===== src/rtl/counter_cmd_arbiter.sv =====
// Shared WIDTH-bit counter written by NREQ requesters through a round-robin arbiter.
// Each accepted command takes three cycles: grant/capture, execute, respond.
module counter_cmd_arbiter #(
   parameter int NREQ  = 4,
   parameter int WIDTH = 4,
   localparam int IDW  = $clog2(NREQ)
) (
   input  logic                    clk,
   input  logic                    rst,
   input  logic [NREQ-1:0]         req_valid,
   input  logic [2*NREQ-1:0]       req_op,
   input  logic [WIDTH*NREQ-1:0]   req_data,
   output logic [NREQ-1:0]         req_ready,
   output logic [WIDTH-1:0]        count,
   output logic                    rsp_valid,
   output logic [IDW-1:0]          rsp_id,
   output logic [WIDTH-1:0]        rsp_count,
   output logic                    rsp_wrap,
   output logic                    busy
);

   typedef enum logic [1:0] {S_IDLE, S_EXEC, S_RESP} state_e;
   typedef enum logic [1:0] {OP_CLEAR = 2'b00, OP_LOAD = 2'b01, OP_INC = 2'b10, OP_DEC = 2'b11} op_e;

   state_e           state, state_nx;
   logic [IDW-1:0]   rr_ptr, winner, cap_id;
   logic             found;
   op_e              cap_op;
   logic [WIDTH-1:0] cap_data, count_nx;
   logic             wrap_nx;
   logic [1:0]       op_arr   [NREQ];
   logic [WIDTH-1:0] data_arr [NREQ];

   always_comb begin : unpack
      for (int i = 0; i < NREQ; i++) begin
         op_arr[i]   = req_op[2*i +: 2];
         data_arr[i] = req_data[WIDTH*i +: WIDTH];
      end
   end

   // Scan upward from rr_ptr, wrapping at NREQ (which need not be a power of two).
   always_comb begin : pick
      logic [IDW:0] sum;
      logic [IDW-1:0] idx;
      // NOTE: every combinational output gets a default first so no path can infer a latch.
      winner = '0;
      found  = 1'b0;
      sum    = '0;
      idx    = '0;
      for (int i = 0; i < NREQ; i++) begin
         sum = {1'b0, rr_ptr} + (IDW+1)'(i);
         if (sum >= (IDW+1)'(NREQ))
            sum = sum - (IDW+1)'(NREQ);
         idx = sum[IDW-1:0];
         if (!found && req_valid[idx]) begin
            found  = 1'b1;
            winner = idx;
         end
      end
   end

   assign req_ready = (state == S_IDLE && found) ? (NREQ'(1) << winner) : '0;
   assign busy      = (state != S_IDLE);
   assign rsp_valid = (state == S_RESP);

   always_comb begin : execute
      count_nx = count;
      wrap_nx  = 1'b0;
      unique case (cap_op)
         OP_CLEAR: count_nx = '0;
         OP_LOAD:  count_nx = cap_data;
         OP_INC: begin
            count_nx = count + WIDTH'(1);
            wrap_nx  = (count == '1);
         end
         OP_DEC: begin
            count_nx = count - WIDTH'(1);
            wrap_nx  = (count == '0);
         end
      endcase
   end

   always_comb begin : fsm_next
      state_nx = state;
      unique case (state)
         S_IDLE: if (found) state_nx = S_EXEC;
         S_EXEC: state_nx = S_RESP;
         S_RESP: state_nx = S_IDLE;
         default: state_nx = S_IDLE;
      endcase
   end

   // NOTE: state registers use non-blocking assignments so every flop samples pre-edge values.
   always_ff @(posedge clk) begin
      if (rst) begin
         state     <= S_IDLE;
         count     <= '0;
         rr_ptr    <= '0;
         cap_id    <= '0;
         cap_op    <= OP_CLEAR;
         cap_data  <= '0;
         rsp_id    <= '0;
         rsp_count <= '0;
         rsp_wrap  <= 1'b0;
      end else begin
         state <= state_nx;
         unique case (state)
            S_IDLE: if (found) begin
               cap_id   <= winner;
               cap_op   <= op_e'(op_arr[winner]);
               cap_data <= data_arr[winner];
            end
            S_EXEC: begin
               count     <= count_nx;
               rsp_id    <= cap_id;
               rsp_count <= count_nx;
               rsp_wrap  <= wrap_nx;
            end
            S_RESP: rr_ptr <= (cap_id == IDW'(NREQ-1)) ? '0 : cap_id + IDW'(1);
            default: ;
         endcase
      end
   end

endmodule


===== config.mk =====
export PLATFORM = sky130hd
export DESIGN_NAME = counter_cmd_arbiter
export DESIGN_NICKNAME = d
export VERILOG_FILES = /design/src/rtl/counter_cmd_arbiter.sv
export SDC_FILE = /design/constraint.sdc
export NUM_CORES = 1
export LEC_CHECK = 0
export BUFFER_PORTS_ARGS = -buffer_cell sky130_fd_sc_hd__buf_2
export CORE_UTILIZATION = 40
export DETAILED_ROUTE_END_ITERATION = 12
export PLACE_DENSITY = 0.64
export REMOVE_ABC_BUFFERS = 1
export SETUP_SLACK_MARGIN = 0.15
export SLEW_MARGIN = 20
export SYNTH_ARGS = -nofsm -noshare
export SYNTH_HDL_FRONTEND = slang
export SYNTH_SLANG_ARGS = --single-unit

===== constraint.sdc =====
create_clock -name clk -period 2.42 [get_ports clk]
set_input_delay 0.242 -clock clk [delete_from_list [all_inputs] [get_ports clk]]
set_output_delay 0.242 -clock clk [all_outputs]
set_load 0.02 [all_outputs]

==> qor.csv, run 1 <==
metric,value,unit
multiInputGateArea,701,sq um
clk_pin_slew,0.11,ns
vias,1145,
async_flop_share,0,
yosysWarnings,0,
post_drt_wl_per_cell,12.4,microns
seq_area,380,sq um
path_cells,"or2_1, a31o_2, or2_2, nor2_1, buf_2",
drt_wl_total,2620,microns
num_antenna_cells,0,
netlist_area,1190,sq um
holdCritPathClass,input pin to flop,
maxSlewHeadroom,0.604,
post_layout_nonfiller_instances,211,
syn_inst,142,
grt_overflow,0,
synth-edff-count,0,
die_y,56.5,microns
p_per_area,548,nW/um^2
ir_drop,299,uV
cts_root_buf,clkbuf_4,
drive_above_1_share,0.294,
synth_area_leaders,"dfxtp_1, mux2i_1, a21oi_1, nand2_1, nand3b_1",
arrival,1.80,ns
portBuffers,46,
grt_max_degree,20,
worst_clock_skew,0.00935,ns
cts_buffers,3,
dp_hpwl,1980,microns
globalplace.congestion,0.815,
synthFlopType,dfxtp_1,
cp-end-kind,output port,
synth_top_area_cell,dfxtp_1,
period_minus_slack,2.04,ns
max_freq,490,MHz
cap_violations,0,
setup-tns-final,0,ns
rows,19,
worstSkewPairLatency,0.29,ns
synth.ff_latch_count,19,
status,"complete, no violations",
path_class,flop to output port,
drc_errors,0,
pre_cts_ws,0.483,ns
synth.avg_cell_area,8.35,sq um
post_cts.repair.setup_buffers,0,
antenna_left,0,
setup_slack,0.379,ns
cts_tree,done,
period_share,0.843,
ys_types,39,
critPathSlowestCell,dfxtp_1,
critPathLaunchType,flop,
rsz0062_at_grt,no,
setup_violations,0,
synth_top_area_frac,0.321,
die_w,56.5,microns
max_stage_delay,0.35,ns
coreArea,2780,sq um
grt_pass1_wl,4280,microns
clock-sinks,19,
drt_iter0_markers,10,
firstDrtPassIters,4,
dp_cells,207,
fin_util,0.503,
n_fill_cell,276,
crit_fanout,12,
dieArea,3190,sq um
synthToLayoutAreaGrowth,17.9,%
worst_pin_slew,0.592,ns
h-tree-depth,1,
power.leakage,0.674,nW
io_pins,47,
avgViaCountPerCell,5.43,
hold_buffers,0,
power.total,0.766,mW
final_hold_viol_count,0,
clockBufferDepth,2,
antenna_found_initial,0,
grt_pass1_vias,994,
ys_seq_area_frac,0.321,
start_util,0.426,
grtUsageTotal,0.169,
slew_viol_final,0,
cts_resized,0,
finalNetCount,214,
cp.required,2.18,ns
[where the power goes]
| group | internal (mW) | switching, mW | total [mW] |
|---|---|---|---|
| Clock | 0.0641 | 0.0942 | 0.158 |
| Combinational | 0.102 | 0.126 | 0.228 |
| Sequential | 0.340 | 0.0391 | 0.379 |
[state kept, by name (all words and copies together), names as in the netlist]
name and flops:
cap_data 4, rsp_count 4, cap_id 2, cap_op 2, rr_ptr 2, rsp_id 2
state 2, rsp_wrap 1
[per-stage QoR]
step                      area (sq um)  hold slack [ns]
after floorplan                   1100            0.311
after global placement            1370            0.436
after detailed placement          1370            0.444
after CTS                         1400            0.238
after global routing              1400            0.249
final                             1400            0.240
[worst max-delay path: cells and delay by family, from the launching register on]
| family | cells | cell delay (ns) |
|---|---|---|
| simple gates | 3 | 0.68 |
| flops | 1 | 0.35 |
| compound gates | 1 | 0.31 |
| buf+inv | 1 | 0.17 |
[layer usage]
layer | share of wire | global-route usage
met1 | 0.47 | 0.201
met2 | 0.47 | 0.289
met3 | 0.047 | 0.0507
met4 | 0.0073 | 0.0523
met5 | 0 | 0
[cells in the mapped netlist, drive strengths merged, types with 2 or more instances]
cell type  count
o21ai          3
dfxtp         19
nand2         14
inv            4
nand3b         7
nor3b          3
nor3           5
mux2i         15
ha             3
buf            8
nor2          14
or2b           2
or2            2
clkbuf         5
nor2b          2
o221ai         6
a21oi         12
[final timing paths]
path / start / to / slack, ns / depth (start not counted)
max reg2reg: cap_op[1] / rsp_count[2] / 0.43 / 7
max: state[0] / req_ready[3] / 0.38 / 5
min: req_op[6] / cap_op[0] / 0.24 / 3
min reg2reg: rsp_wrap / rsp_wrap / 0.45 / 2
[cells in the final DEF, fill, tap and decap left out, types with 2 or more instances in the layout]
cell      instances
ha_1              3
or2b_1            2
nor2_1           14
mux2i_1          15
inv_1             4
nand3b_1          7
nor3b_1           3
buf_2            46
nor2b_1           2
nand2_1          14
o221ai_1          6
clkbuf_4          3
o21ai_0           3
nor3_1            5
dfxtp_1          19
a21oi_1          12
[cells by family (layout without fill, tap and decap cells)]
| logic type | count (synthesis) | after routing | share of synthesized area |
|---|---|---|---|
| AND/OR/NAND/NOR | 54 | 54 | 0.232 |
| flip-flops | 19 | 19 | 0.321 |
| multiplexers | 16 | 16 | 0.136 |
| adder cells (fa/ha/maj) | 3 | 3 | 0.0316 |
| XOR/XNOR | 1 | 1 | 0.00739 |
| AO/OA/AOI/OAI | 32 | 32 | 0.184 |
| buffers and inverters | 17 | 55 | 0.0886 |
[cell type report]
class	count	share of cell area
clock buffers	4	0.0188
inverters	4	0.0107
multi-input cells	106	0.501
flip-flops and latches	19	0.272
well taps	31	0.0277
repair buffers	47	0.170
No activity file was read; power rests on OpenSTA's default activity.
==> inputs of run 2 (changes only) <==
==> constraint.sdc (replaced) <==
create_clock -name clk -period 1.95 [get_ports clk]
set_input_delay 0.195 -clock clk [delete_from_list [all_inputs] [get_ports clk]]
set_output_delay 0.195 -clock clk [all_outputs]
set_load 0.02 [all_outputs]
==> run 2 against run 1 <==
  * Clock-buffer cell count stayed put
  * Sequential cell count unchanged
  * Final cell count is 2.8% higher
  * Wire length increased by 9.1%
  * Total power up 33%
  * Critical path type unchanged
  * Largest cell class unchanged
  * Largest power group unchanged
==> qor.csv, run 2 (synthesis results as in run 1) <==
metric,value,unit
setup_violations,0,
cap_violations,0,
dp_hpwl,1990,microns
post_layout_nonfiller_instances,217,
period_minus_slack,1.87,ns
power_frac_comb,0.346,
grt_pass1_vias,1073,
cts_tree,done,
coreArea,2780,sq um
vias,1175,
reg_top3,"cap_data: 4 flops, rsp_count: 4 flops",
avgViaCountPerCell,5.41,
synthToLayoutAreaGrowth,29.1,%
worst_pin_slew,0.581,ns
max_stage_delay,0.37,ns
firstDrtPassIters,4,
period_share,0.957,
drc_errors,0,
clk_pin_slew,0.11,ns
num_antenna_cells,0,
final_hold_viol_count,0,
arrival,1.67,ns
io_pins,47,
cp-end-kind,output port,
cp-startpoint,rr_ptr[0],
maxSlewHeadroom,0.612,
drive_above_1_share,0.376,
clockPowerShare,0.207,
h-tree-depth,1,
antenna_left,0,
path_cells,"or2b_1, a21oi_2, a211o_1, or2_4, nor2_4, buf_6",
grtUsageTotal,0.192,
die_y,56.5,microns
final_common_cell,buf_2,
dp_cells,209,
rsz0062_at_grt,yes,
worst_clock_skew,0.00200,ns
cts_buffers,3,
r2r_start,rr_ptr[0],
crit_buf_inv,1,
drt_iter0_markers,28,
cp.required,1.75,ns
design_area,1530,sq um
crit_family,simple AND/OR/NAND/NOR gates,
portBuffers,46,
ir_drop,357,uV
status,"complete, no violations",
p_int,0.662,mW
holdCritPathClass,input pin to flop,
rows,19,
crit_fanout,4,
min_from,req_data[15],
cts_root_buf,clkbuf_4,
die_w,56.5,microns
antenna_found_initial,0,
p_per_area,664,nW/um^2
critPathLaunchType,flop,
fin_util,0.551,
post_drt_wl_per_cell,13.1,microns
critPathSlowestCell,dfxtp_4,
power.leakage,0.725,nW
max_freq,536,MHz
path_class,flop to output port,
placed_cell_area,1390,sq um
grt_max_degree,20,
drt_wl_total,2850,microns
swShare,0.350,
clock-sinks,19,
switchingPower,0.356,mW
grt_overflow,0,
final_cell_mix,"buf_2, mux2i_1, dfxtp_1, nand2_1, nor2_1",
slew_viol_final,0,
worstSkewPairLatency,0.31,ns
finalNetCount,220,
globalplace.congestion,0.782,
dieArea,3190,sq um
start_util,0.426,
grt_pass1_wl,4860,microns
clockBufferDepth,2,
p_seq_frac,0.447,
## run 2: final cells by class
type	instances	area, sq um
Fill cell	259	1250
Multi-Input combinational cell	106	756
Tap cell	31	38.8
Clock buffer	4	26.3
Sequential cell	19	390
Inverter	4	15.0
Timing Repair Buffer	53	305
## run 2: tightest hold or removal path, stage by stage
cell and delay (ns):
buf_2 0.08, mux2i_1 0.05, o221ai_1 0.14
## run 2: worst paths after layout
check | to | slack, ns | cells past startpoint
worst max-delay path | req_ready[1] | 0.08 | 6
worst min-delay path | cap_data[3] | 0.19 | 3
worst max register to register | cap_op[0] | 0.24 | 7
worst min register to register | rsp_wrap | 0.45 | 2
## run 2: routing by layer
metal  part of all wire  GRT usage  vias to the layer above
li1                   -          -                      594
met1               0.46      0.252                      533
met2               0.48      0.313                       44
met3              0.044     0.0276                        4
met4             0.0091     0.0836                        0
met5                  0          0                        -
## run 2: through the flow
stage / setup WS [ns] / total power, mW / hold slack [ns] / TNS [ns]
final: 0.0830 / 1.02 / 0.189 / 0
after global routing: -0.000655 / 1.08 / 0.207 / -0.000655
after CTS: 0.127 / 1.00 / 0.192 / 0
after detailed placement: 0.265 / 0.770 / 0.442 / 0
after global placement: 0.342 / 0.765 / 0.436 / 0
after floorplan: 0.0510 / 0.660 / 0.264 / 0
## run 2: repair_timing
item,4_1_cts,5_1_grt
hold endpoints to repair,0,0
hold buffers,0,0
pin swaps,2,1
setup buffers,4,0
gates resized for setup,12,13
endpoints found under the setup margin,3,7
## run 2: power groups by stage
stage | registers [mW] | clock network [mW] | logic [mW]
6_report | 0.455 | 0.210 | 0.352
4_1_cts | 0.454 | 0.214 | 0.333
3_5_place_dp | 0.464 | 0 | 0.306
3_3_place_gp | 0.463 | 0 | 0.302
5_1_grt | 0.461 | 0.234 | 0.387
2_1_floorplan | 0.488 | 0 | 0.172
==> inputs of run 3 (changes only) <==
==> constraint.sdc (replaced) <==
create_clock -name clk -period 1.95 [get_ports clk]
set_input_delay 0.39 -clock clk [delete_from_list [all_inputs] [get_ports clk]]
set_output_delay 0.39 -clock clk [all_outputs]
set_load 0.02 [all_outputs]
==> run 3 against run 2 <==
  * The flow now finishes with violations (negative setup slack)
  * Sequential cell count stayed put
  * Non-clock buffer count rose by 2
  * Setup slack worse by 0.20 ns
  * Via count up 0.17%
  * Highest routed layer unchanged
==> qor.csv, run 3 (synthesis results as in run 1) <==
metric,value,unit
worst_pin_slew,0.552,ns
worstSkewPairLatency,0.29,ns
hold_path_end,cap_op[0],
hold_slack,0.394,ns
final_common_cell,buf_2,
slew_viol_final,0,
status,"complete, but fails checks",
setup_violations,4,
final_hold_viol_count,0,
arrival,1.68,ns
rsz0062_at_grt,yes,
clockBufferDepth,2,
avgViaCountPerCell,5.37,
cts_buffers,3,
die_y,56.5,microns
post_drt_wl_per_cell,12.8,microns
finalNetCount,222,
crit_fanout,4,
synthToLayoutAreaGrowth,28.4,%
min_from,req_op[6],
hold_buffers,0,
grt_overflow,0,
grt_max_degree,20,
globalplace.congestion,0.786,
critPathMostFrequentCell,buf_4,
h-tree-depth,1,
design_area,1520,sq um
holdCritPathClass,input pin to flop,
grt-busiest-layer,met2,
use_met3,0.0276,
grtUsageTotal,0.182,
cp-end-kind,output port,
vias,1177,
firstDrtPassIters,4,
cts_tree,done,
drt_iter0_markers,23,
antenna_found_initial,0,
reg_top3,"cap_data: 4 flops, rsp_count: 4 flops",
setup_slack,-0.120,ns
dp_hpwl,1940,microns
num_antenna_cells,0,
worst_clock_skew,0.00178,ns
grt_pass1_vias,1081,
max_freq,483,MHz
coreArea,2780,sq um
grt_pass1_wl,4710,microns
antenna_left,0,
cts_root_buf,clkbuf_4,
period_minus_slack,2.07,ns
dieArea,3190,sq um
critPathSlowestCell,dfxtp_2,
reg2reg_depth,7,
r2r_start,rr_ptr[0],
regToRegEndpoint,cap_op[0],
start_util,0.426,
cap_violations,0,
drive_above_1_share,0.378,
portBuffers,46,
min_path_cells,3,
critPathLaunchType,flop,
period_share,1.06,
path_cells,"or2b_1, a21oi_2, a211o_1, buf_4, nor3b_2, buf_4",
drc_errors,0,
final_cell_mix,"buf_2, dfxtp_1, mux2i_1, nand2_1, nor2_1",
ir_drop,341,uV
power.leakage,0.733,nW
io_pins,47,
cp.required,1.56,ns
globalRouteMet1Util,0.228,
setup-tns-final,-0.387,ns
p_per_area,662,nW/um^2
use_met2,0.304,
pre_cts_ws,-0.0724,ns
maxSlewHeadroom,0.631,
clock-sinks,19,
rrSetupSlack,0.21,ns
drt_wl_total,2800,microns
clk_pin_slew,0.11,ns
rows,19,
max_stage_delay,0.35,ns
path_class,flop to output port,
die_w,56.5,microns
placed_cell_area,1400,sq um
violations,negative setup slack,
run 3: worst max path at each step:
stage                 start      endpoint  cells past startpoint
3_3_place_gp   req_valid[0]  req_ready[1]                      7
4_1_cts           rr_ptr[0]  req_ready[3]                      6
6_report          rr_ptr[0]  req_ready[2]                      6
2_1_floorplan  req_valid[0]  req_ready[0]                      4
3_5_place_dp   req_valid[0]  req_ready[3]                      7
5_1_grt           rr_ptr[0]  req_ready[0]                      5
run 3: cell type report:
class	instances	area (sq um)
Timing Repair Buffer	55	315
Multi-Input combinational cell	106	741
Clock buffer	4	26.3
Sequential cell	19	387
Tap cell	31	38.8
Fill cell	254	1260
Inverter	4	15.0
run 3: worst max-delay path: cells and delay by family (launching register included):
family	cells	cell delay [ns]
flip-flops	1	0.35
AND/OR/NAND/NOR	2	0.44
buffers and inverters	2	0.29
AO/OA/AOI/OAI	2	0.31
run 3: metal layers:
layer,vias to the layer above,share of wire
met4,0,0.026
met1,523,0.44
met5,-,0
li1,603,-
met3,8,0.048
met2,43,0.49
run 3: where the power goes:
part	total [mW]	leakage, nW	internal, mW	switching, mW
Combinational	0.355	0.561	0.161	0.195
Clock	0.203	0.0150	0.0796	0.123
Sequential	0.450	0.157	0.422	0.0277
Total	1.01	0.733	0.662	0.345
run 3: what timing repair did:
item,in CTS,in global routing
endpoints found under the setup margin,4,8
pin swaps,3,0
setup buffers,4,0
gates resized for setup,13,6
gates cloned,0,0
run 3: per-stage QoR:
stage | utilization | power [mW] | cells
2_1_floorplan | - | 0.660 | 129
3_5_place_dp | 0.504 | 0.777 | 211
6_report | 0.547 | 1.01 | 219
4_1_cts | 0.538 | 1.00 | 219
3_3_place_gp | 0.504 | 0.770 | 211
5_1_grt | 0.547 | 1.06 | 219
